`src/rtl/serial_receiver.sv`:
```
// serial_receiver: recovers start + 8 data (LSB first) + stop frames
// from an idle-high serial line and presents each byte with a strobe.
//
// Ports:
//   clk        system clock, rising edge
//   rst        synchronous reset, active-high
//   serial_in  asynchronous serial line, idles high
//   data_out   last correctly framed byte, held until the next one
//   valid      one-cycle pulse, data_out has just been updated
//   busy       high whenever the receiver is not idle
//   frame_err  one-cycle pulse, stop bit was sampled low

module serial_receiver #(
  parameter int CLKS_PER_BIT = 16,
  parameter int DATA_BITS    = 8
) (
  input  logic                 clk,
  input  logic                 rst,
  input  logic                 serial_in,
  output logic [DATA_BITS-1:0] data_out,
  output logic                 valid,
  output logic                 busy,
  output logic                 frame_err
);

  localparam int CNT_W = $clog2(CLKS_PER_BIT);

  localparam logic [CNT_W-1:0] HALF_M1 =
    CNT_W'(CLKS_PER_BIT / 2 - 1);
  localparam logic [CNT_W-1:0] FULL_M1 =
    CNT_W'(CLKS_PER_BIT - 1);
  localparam logic [2:0] LAST_BIT =
    3'(DATA_BITS - 1);

  typedef enum logic [2:0] {
    IDLE,
    START,
    DATA,
    STOP,
    WAIT_HIGH
  } state_t;

  state_t               state_q, state_d;
  logic [CNT_W-1:0]     cnt_q, cnt_d;
  logic [2:0]           bit_q, bit_d;
  logic [DATA_BITS-1:0] shift_q, shift_d;
  logic [DATA_BITS-1:0] data_q, data_d;
  logic                 valid_q, valid_d;
  logic                 ferr_q, ferr_d;
  logic                 meta_q;
  logic                 rx_s_q;

  // Two-flop synchronizer; both stages reset to the idle level so a
  // reset never looks like a start bit.
  always_ff @(posedge clk) begin
    if (rst) begin
      meta_q <= 1'b1;
      rx_s_q <= 1'b1;
    end else begin
      meta_q <= serial_in;
      rx_s_q <= meta_q;
    end
  end

  always_ff @(posedge clk) begin
    if (rst) begin
      state_q <= IDLE;
      cnt_q   <= '0;
      bit_q   <= '0;
      shift_q <= '0;
      data_q  <= '0;
      valid_q <= 1'b0;
      ferr_q  <= 1'b0;
    end else begin
      state_q <= state_d;
      cnt_q   <= cnt_d;
      bit_q   <= bit_d;
      shift_q <= shift_d;
      data_q  <= data_d;
      valid_q <= valid_d;
      ferr_q  <= ferr_d;
    end
  end

  always_comb begin
    state_d = state_q;
    cnt_d   = cnt_q;
    bit_d   = bit_q;
    shift_d = shift_q;
    data_d  = data_q;
    valid_d = 1'b0;
    ferr_d  = 1'b0;

    unique case (state_q)
      IDLE: begin
        if (!rx_s_q) begin
          state_d = START;
          cnt_d   = '0;
        end
      end

      // Half a bit in: confirm the start bit, which also aligns
      // all later samples to bit centres.
      START: begin
        if (cnt_q == HALF_M1) begin
          cnt_d   = '0;
          bit_d   = '0;
          state_d = rx_s_q ? IDLE : DATA;
        end else begin
          cnt_d = cnt_q + CNT_W'(1);
        end
      end

      DATA: begin
        if (cnt_q == FULL_M1) begin
          cnt_d   = '0;
          shift_d = {rx_s_q, shift_q[DATA_BITS-1:1]};
          if (bit_q == LAST_BIT) begin
            state_d = STOP;
          end else begin
            bit_d = bit_q + 3'd1;
          end
        end else begin
          cnt_d = cnt_q + CNT_W'(1);
        end
      end

      STOP: begin
        if (cnt_q == FULL_M1) begin
          cnt_d = '0;
          if (rx_s_q) begin
            data_d  = shift_q;
            valid_d = 1'b1;
            state_d = IDLE;
          end else begin
            ferr_d  = 1'b1;
            state_d = WAIT_HIGH;
          end
        end else begin
          cnt_d = cnt_q + CNT_W'(1);
        end
      end

      // A held-low line (break) must not decode as repeated frames.
      WAIT_HIGH: begin
        if (rx_s_q) begin
          state_d = IDLE;
        end
      end

      default: begin
        state_d = IDLE;
      end
    endcase
  end

  assign data_out  = data_q;
  assign valid     = valid_q;
  assign frame_err = ferr_q;
  assign busy      = (state_q != IDLE);

endmodule
```
`config.mk`:
```
export PLATFORM = sky130hd
export DESIGN_NAME = serial_receiver
export DESIGN_NICKNAME = d
export VERILOG_FILES = /design/src/rtl/serial_receiver.sv
export SDC_FILE = /design/constraint.sdc
export NUM_CORES = 1
export LEC_CHECK = 0
export ABC_AREA = 1
export CAP_MARGIN = 5
export CORE_MARGIN = 2
export CORE_UTILIZATION = 43
export DETAILED_ROUTE_END_ITERATION = 12
export PLACE_DENSITY = 0.73
export SYNTH_ARGS = -nofsm -noshare
export SYNTH_HDL_FRONTEND = slang
export SYNTH_SLANG_ARGS = --single-unit
```
`constraint.sdc`:
```
create_clock -name clk -period 3 [get_ports clk]
set_clock_uncertainty 0.05 [all_clocks]
set_input_delay 0.45 -clock clk [delete_from_list [all_inputs] [get_ports clk]]
set_output_delay 0.45 -clock clk [all_outputs]
set_load 0.1 [all_outputs]
```
======== After elaboration in Yosys (flattened, before gate mapping) ========
Cells that the tools add are included.
word-level totals
  memories ................................ 0
  ROM bits ................................ 0
  bits of input ports ..................... 3
  RAM bits ................................ 0
  bits in latches ......................... 0
  word-level logic and storage cells ...... 57
  register bits ........................... 30
operators by class
  reduce and logical (&&, ||, !) cells .... 11
  order comparisons ....................... 0
  divide/modulo/power cells ............... 0
  bitwise logic cells ..................... 2
  eq/ne operators ......................... 14
  shift operators ......................... 0
  multipliers ............................. 0
  $add $sub $neg .......................... 2
  muxes and demuxes ....................... 19
operator list
  cell                 count
  $mux 3               10
  $pmux 3 s5           1
  $ne 2x2->1 const B   7
  $mux 4               3
  $pmux 4 s3           1
  $eq 3x2->1 const B   2
  $eq 3x3->1 const B   2
  $pmux 3 s2           1
  $reduce_and 6->1     1
  $reduce_bool 3->1    2
  $add 4x1->4 const B  1
  $eq 4x3->1 const B   1
  $eq 4x4->1 const B   1
  $reduce_and 2->1     2
  $reduce_and 4->1     1
  $add 3x1->3 const B  1
  $eq 3x1->1 const B   1
  $logic_not 3->1      1
  $reduce_and 3->1     1
  $reduce_or 3->1      1
  $mux 1               2
  $mux 2               1
  $not 1->1            2
  $reduce_bool 2->1    1
  $reduce_or 2->1      1

======== Depth between registers and ports, before layout ========
Gate-level depths: netlist of run 1.
  word-level depth ........................ 4
  mapped depth ............................ 11

======== Worst setup path before layout of run 1 ========
OpenSTA, ideal clock, no wires.
  kind .................................... flip-flop to output port
  start point ............................. reg state_q[2]
  end point ............................... out busy
  data arrival time ....................... 1.227 ns
  data required time ...................... 2.500 ns
  cell stages (with the launch flop) ...... 3
  slack ................................... 1.273 ns
  cells stage by stage .................... dfxtp_1 -> inv_4 -> nand2_1
between the ends
  cells in the longest elaborated chain, start to end .. 1
RTL lines
  item                      RTL line  text
  start: declaration        43        state_t state_q, state_d;
  start signal: assignment  75        state_q <= state_d;
  $reduce_bool 3->1         160       assign busy = (state_q != IDLE);
  end: declaration          22        output logic busy,
No other way between the ends.

======== Final worst setup path of run 1 ========
  start point ............................. reg state_q[1]
  end point ............................... out busy
The elaborated chain is that of the path after synthesis.

==> impl_metrics.csv, run 1 <==
group,metric,value,unit
run_status,outcome,"completed",
clocking,htreeDepth,2,
timing,period_needed,1.87,ns
grt,grt_overflow,0,
clocking,postCtsHoldBufs,0,
detailed_routing,drt_wl_total,2470,µm
cells_and_area,fin_util,51.1,%
power,ir_worst_vdd,0.000469,V
worst_setup_path,end_kind,"output port",
clocking,cts_resized,0,
logic_synthesis,synthMuxAreaShare,0,%
detailed_routing,drc,0,
clocking,postCtsSetupRepairBufs,0,
logic_synthesis,synth_cell_types,27,
clocking,cts_sinks,30,
hold_path,hold_path_depth,1,
clocking,numCtsBuffers,5,
timing,setup_ws,1.13,ns
worst_setup_path,crit_fanout,9,
timing,final-setup-viol-count,0,
worst_setup_path,crit_arrival,1.37,ns
placement,dp_slack,0.988,ns
worst_setup_path,reg2reg_depth,5,
clocking,clock_latency,0.34,ns
hold_path,min_path_type,"register to register",
floorplan,die_y,60.5,µm
timing,fin_setup_tns,0,ns
logic_synthesis,ys_ff_latch,30,
hold_path,min_to,"rx_s_q",
timing,worstMarginPinSlew,0.604,ns
placement,post-dp-hpwl,1760,µm
cells_and_area,drive_gt1_share,20.3,%
hold_path,holdCritStartpoint,"meta_q",
worst_setup_path,rrSetupSlack,1.23,ns
floorplan,row_count,20,
logic_synthesis,synth_top_family_by_area,"simple AND/OR/NAND/NOR gates",
logic_synthesis,synth_seq_area_share,43.8,%
detailed_routing,drt_iter0_markers,28,
detailed_routing,vias,1104,
logic_synthesis,synthAdderAreaFrac,2.74,%
worst_setup_path,worstPathRequired,2.50,ns
logic_synthesis,yosysWarnings,0,
power,p_leak,0.656,nW
logic_synthesis,synth-xor-area-share,0.639,%
floorplan,initial_utilization,44.9,%
detailed_routing,wl_per_cell,10.5,µm
grt,grt_pass1_vias,934,
grt,antenna_found_initial,0,
logic_synthesis,syn_area,0.00137,mm²
clocking,clkTransAtPathRegs,0.10,ns
logic_synthesis,synth.avg_cell_area,7.75,µm²
worst_setup_path,crit_path_start_kind,"register",
timing,slew_headroom,59.6,%
floorplan,pin_count,14,
grt,grt_max_degree,20,
detailed_routing,ant_nets,0,
power,power,1.32,mW
detailed_routing,vias_per_cell,4.68,
cells_and_area,synthToLayoutAreaGrowth,13.9,%
clocking,cts_tree,"built",
floorplan,die_area,0.00366,mm²
timing,rsz0062_at_grt,"false",
cells_and_area,n_antenna_cell,0,
placement,gp_congestion,0.820,
clocking,clock_path_buffers,2,
timing,hold_viol,0,
grt,grt_usage,15.2,%
placement,io_buffers,13,
worst_setup_path,rr_endpoint,"data_out[5]",
clocking,cts-root-buf,"clkbuf_4",
floorplan,die_w,60.5,µm
logic_synthesis,synth_cells,177,
logic_synthesis,synth_compound_area_share,17.4,%
worst_setup_path,crit_type,"register to output port",
cells_and_area,fill_cells,326,
flow_run,cap_violations,0,
timing,hold_ws,0.373,ns
detailed_routing,drt-pass1-iter-count,6,
timing,final.period_utilization,62.4,%
floorplan,coreArea,0.00305,mm²
worst_setup_path,rr_startpoint,"cnt_q[0]",
logic_synthesis,synth_simple_gate_area_share,25.6,%
timing,slew_violations,0,
power,power_per_cell_area,845,mW/mm²
grt,grt_pass1_wl,4020,µm
timing,fmax,534,MHz
logic_synthesis,syn_nets,183,
cells_and_area,final_nets,197,
==> cell families after synthesis <==
group           after synthesis
compound gates               44
flops                        30
fa+ha+maj                     3
buf+inv                      29
xor+xnor                      1
simple gates                 70
==> stage by stage <==
stage               cells  instance area (µm²)
detailed placement    228                 1480
global route          236                 1560
global placement      228                 1480
floorplan             177                 1370
finish                236                 1560
CTS                   236                 1560
==> layer usage <==
metal / up-vias / GRT usage [%] / part of all wire (%)
met5: - / 0 / 0
met4: 0 / 8.39 / 2.1
met3: 5 / 4.48 / 2.9
met2: 16 / 22.7 / 43
met1: 482 / 19.9 / 52
li1: 601 / - / -
==> area by class of cell <==
class	instances	area [µm²]	share of cell area (%)
well taps	44	55.1	3.53
flip-flops and latches	30	601	38.5
multi-input cells	118	637	40.8
clock buffers	5	37.5	2.40
inverters	23	88.8	5.69
clock inverters	3	40.0	2.56
repair buffers	13	103	6.57
==> synth_stat cells (all sizes together) <==
cell	instances	area [µm²]
nor2	22	97.6
nand2	33	134
o211ai	1	7.51
nor4	2	12.5
inv	23	88.8
nand3	9	72.6
buf	4	37.5
ha	3	37.5
xor2	1	8.76
nand4	1	6.26
a31oi	1	6.26
or2	2	12.5
nor3	1	16.3
clkbuf	2	7.51
dfxtp	30	601
o21ai	19	103
a21oi	23	123
==> critical path, stage by stage, from the launching register on <==
cell and delay, ns:
dfxtp_1 0.58, nor2_2 0.10, nand2_1 0.08, buf_4 0.28
==> layout by cell type (no fill, tap or decap), drive strengths merged, types with 2 or more instances in the layout <==
cell / Yosys / layout
or2: 2 / 2
inv: 23 / 23
buf: 4 / 11
nand3: 9 / 9
nor2: 22 / 22
clkbuf: 2 / 5
dfxtp: 30 / 30
nand2: 33 / 33
ha: 3 / 3
clkdlybuf4s50: 0 / 2
clkinv: 0 / 2
nor4: 2 / 2
o21ai: 19 / 19
a21oi: 23 / 23
==> registers in the layout, indices dropped and copies added (netlist names) <==
signal / count
rx_s_q: 1
bit_q: 3
cnt_q: 4
frame_err: 1
valid: 1
meta_q: 1
data_out: 8
shift_q: 8
state_q: 3
==> worst max path at each step <==
stage	endpoint	depth (start not counted)	startpoint
floorplan	busy	2	state_q[2]
global placement	cnt_q[0]	6	rst
detailed placement	cnt_q[0]	6	rst
CTS	busy	3	state_q[1]
global route	data_out[4]	5	cnt_q[0]
finish	busy	3	state_q[1]
==> report_power, final <==
part	internal (mW)	total [mW]	switching (mW)
sequential	0.445	0.507	0.0628
combinational	0.157	0.492	0.335
clock	0.172	0.321	0.148
(Power assumes the default switching activity.)
==> run 2, diff against run 1 <==
- PLACE_DENSITY: 0.73 -> 0.76
- clock period: 3 -> 1.6 ns (I/O delays scaled with it)
==> run 2 against run 1 <==
  * Worst setup slack got worse by 1.1 ns
  * First-iteration DRC count is 3.6% higher
  * Routed wire length increased by 4.0%
  * Critical endpoint unchanged
  * Largest power group is now combinational logic
  * Highest routed layer unchanged
==> impl_metrics.csv, run 2 (synthesis gave the netlist of run 1 again) <==
group,metric,value,unit
power,internal_power,1.57,mW
grt,grt_max_degree,17,
clocking,clock_latency,0.34,ns
power,p_clk_share,24.2,%
clocking,numCtsBuffers,5,
detailed_routing,vias,1142,
clocking,htreeDepth,2,
power,power,2.60,mW
flow_run,cap_violations,0,
clocking,clock_path_buffers,2,
detailed_routing,highest_layer,"met4",
floorplan,die_area,0.00366,mm²
timing,fin_setup_tns,0,ns
placement,placed_area,0.00166,mm²
worst_setup_path,crit_fanout,8,
power,ir_worst_vdd,0.000940,V
worst_setup_path,end_kind,"output port",
power,power_per_cell_area,1460,mW/mm²
detailed_routing,dr_wl_met2,1090,µm
timing,rsz0062_at_grt,"false",
timing,slew_violations,0,
cells_and_area,final_area,0.00178,mm²
clocking,clkTransAtPathRegs,0.10,ns
cells_and_area,final_common_cell,"nand2_1",
timing,worstMarginPinSlew,0.341,ns
grt,grt_pass1_wl,4280,µm
worst_setup_path,worstPathRequired,1.31,ns
floorplan,initial_utilization,44.9,%
grt,antenna_found_initial,0,
detailed_routing,wl_met1,1300,µm
detailed_routing,drt_iter0_markers,29,
floorplan,die_y,60.5,µm
clocking,cts_sinks,30,
detailed_routing,met3_length,107,µm
worst_setup_path,crit_type,"register to output port",
detailed_routing,drt_wl_total,2570,µm
placement,gp_congestion,0.852,
worst_setup_path,crit_path_start_kind,"register",
cells_and_area,n_antenna_cell,0,
timing,final-setup-viol-count,0,
cells_and_area,mostFrequentLayoutCells,"nand2_1 (29), dfxtp_1 (27), inv_1 (22), a21oi_1 (21), nor2_1 (17)",
clocking,cts-root-buf,"clkbuf_4",
timing,final.period_utilization,95.1,%
clocking,cts_tree,"built",
timing,fmax,657,MHz
timing,period_needed,1.52,ns
floorplan,row_count,20,
timing,hold_viol,0,
power,p_sw_share,39.5,%
run_status,outcome,"completed",
power,power_frac_seq,35.7,%
detailed_routing,drc,0,
hold_path,min_path_type,"register to register",
cells_and_area,layoutNonFillerInstCount,242,
cells_and_area,final_nets,204,
floorplan,pin_count,14,
power,p_comb_share,40.2,%
timing,slew_headroom,77.3,%
detailed_routing,drt-pass1-iter-count,6,
power,p_leak,0.720,nW
placement,dpl.cell_count,232,
grt,grt_overflow,0,
floorplan,coreArea,0.00305,mm²
placement,io_buffers,13,
placement,post-dp-hpwl,1820,µm
detailed_routing,vias_per_cell,4.72,
cells_and_area,drive_gt1_share,25.3,%
clocking,postCtsHoldBufs,0,
detailed_routing,wl_per_cell,10.6,µm
floorplan,die_w,60.5,µm
worst_setup_path,crit_arrival,1.23,ns
grt,grt_usage,16.4,%
power,p_sw,1.03,mW
timing,hold_ws,0.371,ns
cells_and_area,synthToLayoutAreaGrowth,29.6,%
detailed_routing,ant_nets,0,
cells_and_area,fill_cells,268,
grt,grt_pass1_vias,992,
run 2: critical path, cell delays in order (launching register included):
cell and delay (ns):
dfxtp_2 0.39, nor2_2 0.20, nand2_1 0.12, buf_12 0.18
run 2: power by group through the flow:
| stage | Sequential, mW | Clock [mW] | Combinational (mW) |
|---|---|---|---|
| 2_1_floorplan | 0.888 | 0 | 0.866 |
| 3_3_place_gp | 0.933 | 0 | 1.03 |
| 3_5_place_dp | 0.939 | 0 | 1.03 |
| 4_1_cts | 0.924 | 0.639 | 1.04 |
| 5_1_grt | 0.937 | 0.670 | 1.18 |
| 6_report | 0.927 | 0.628 | 1.04 |
run 2: per-stage QoR:
stage / utilization (%) / setup WS (ns)
3_5_place_dp: 54.5 / 0.120
6_report: 58.2 / 0.0779
5_1_grt: 58.2 / 0.00214
3_3_place_gp: 54.5 / 0.151
2_1_floorplan: - / 0.0831
4_1_cts: 57.3 / 0.0629
run 2: cell type report:
type | instances | area, µm² | share of cell area (%)
Clock inverter | 1 | 30.0 | 1.69
Multi-Input combinational cell | 118 | 642 | 36.1
Timing Repair Buffer | 20 | 305 | 17.2
Tap cell | 44 | 55.1 | 3.10
Clock buffer | 6 | 51.3 | 2.89
Sequential cell | 30 | 604 | 34.0
Inverter | 23 | 88.8 | 5.00
run 2: worst paths after layout:
| path | startpoint | to | slack (ns) | cells after the start |
|---|---|---|---|---|
| worst min-delay path | meta_q | rx_s_q | 0.37 | 1 |
| worst min register to register | meta_q | rx_s_q | 0.37 | 1 |
| worst max register to register | cnt_q[1] | shift_q[5] | 0.14 | 6 |
| worst max-delay path | state_q[0] | busy | 0.08 | 3 |
run 2: per-layer routing:
layer	GRT usage, %	up-vias
li1	-	613
met1	21.4	504
met2	23.3	20
met3	5.76	5
met4	10.2	0
met5	0	-
run 2: repair_timing:
item | 4_1_cts | 5_1_grt
gates resized for setup | 2 | 3
buffers inserted | 0 | 3
setup endpoints to repair | 1 | 19
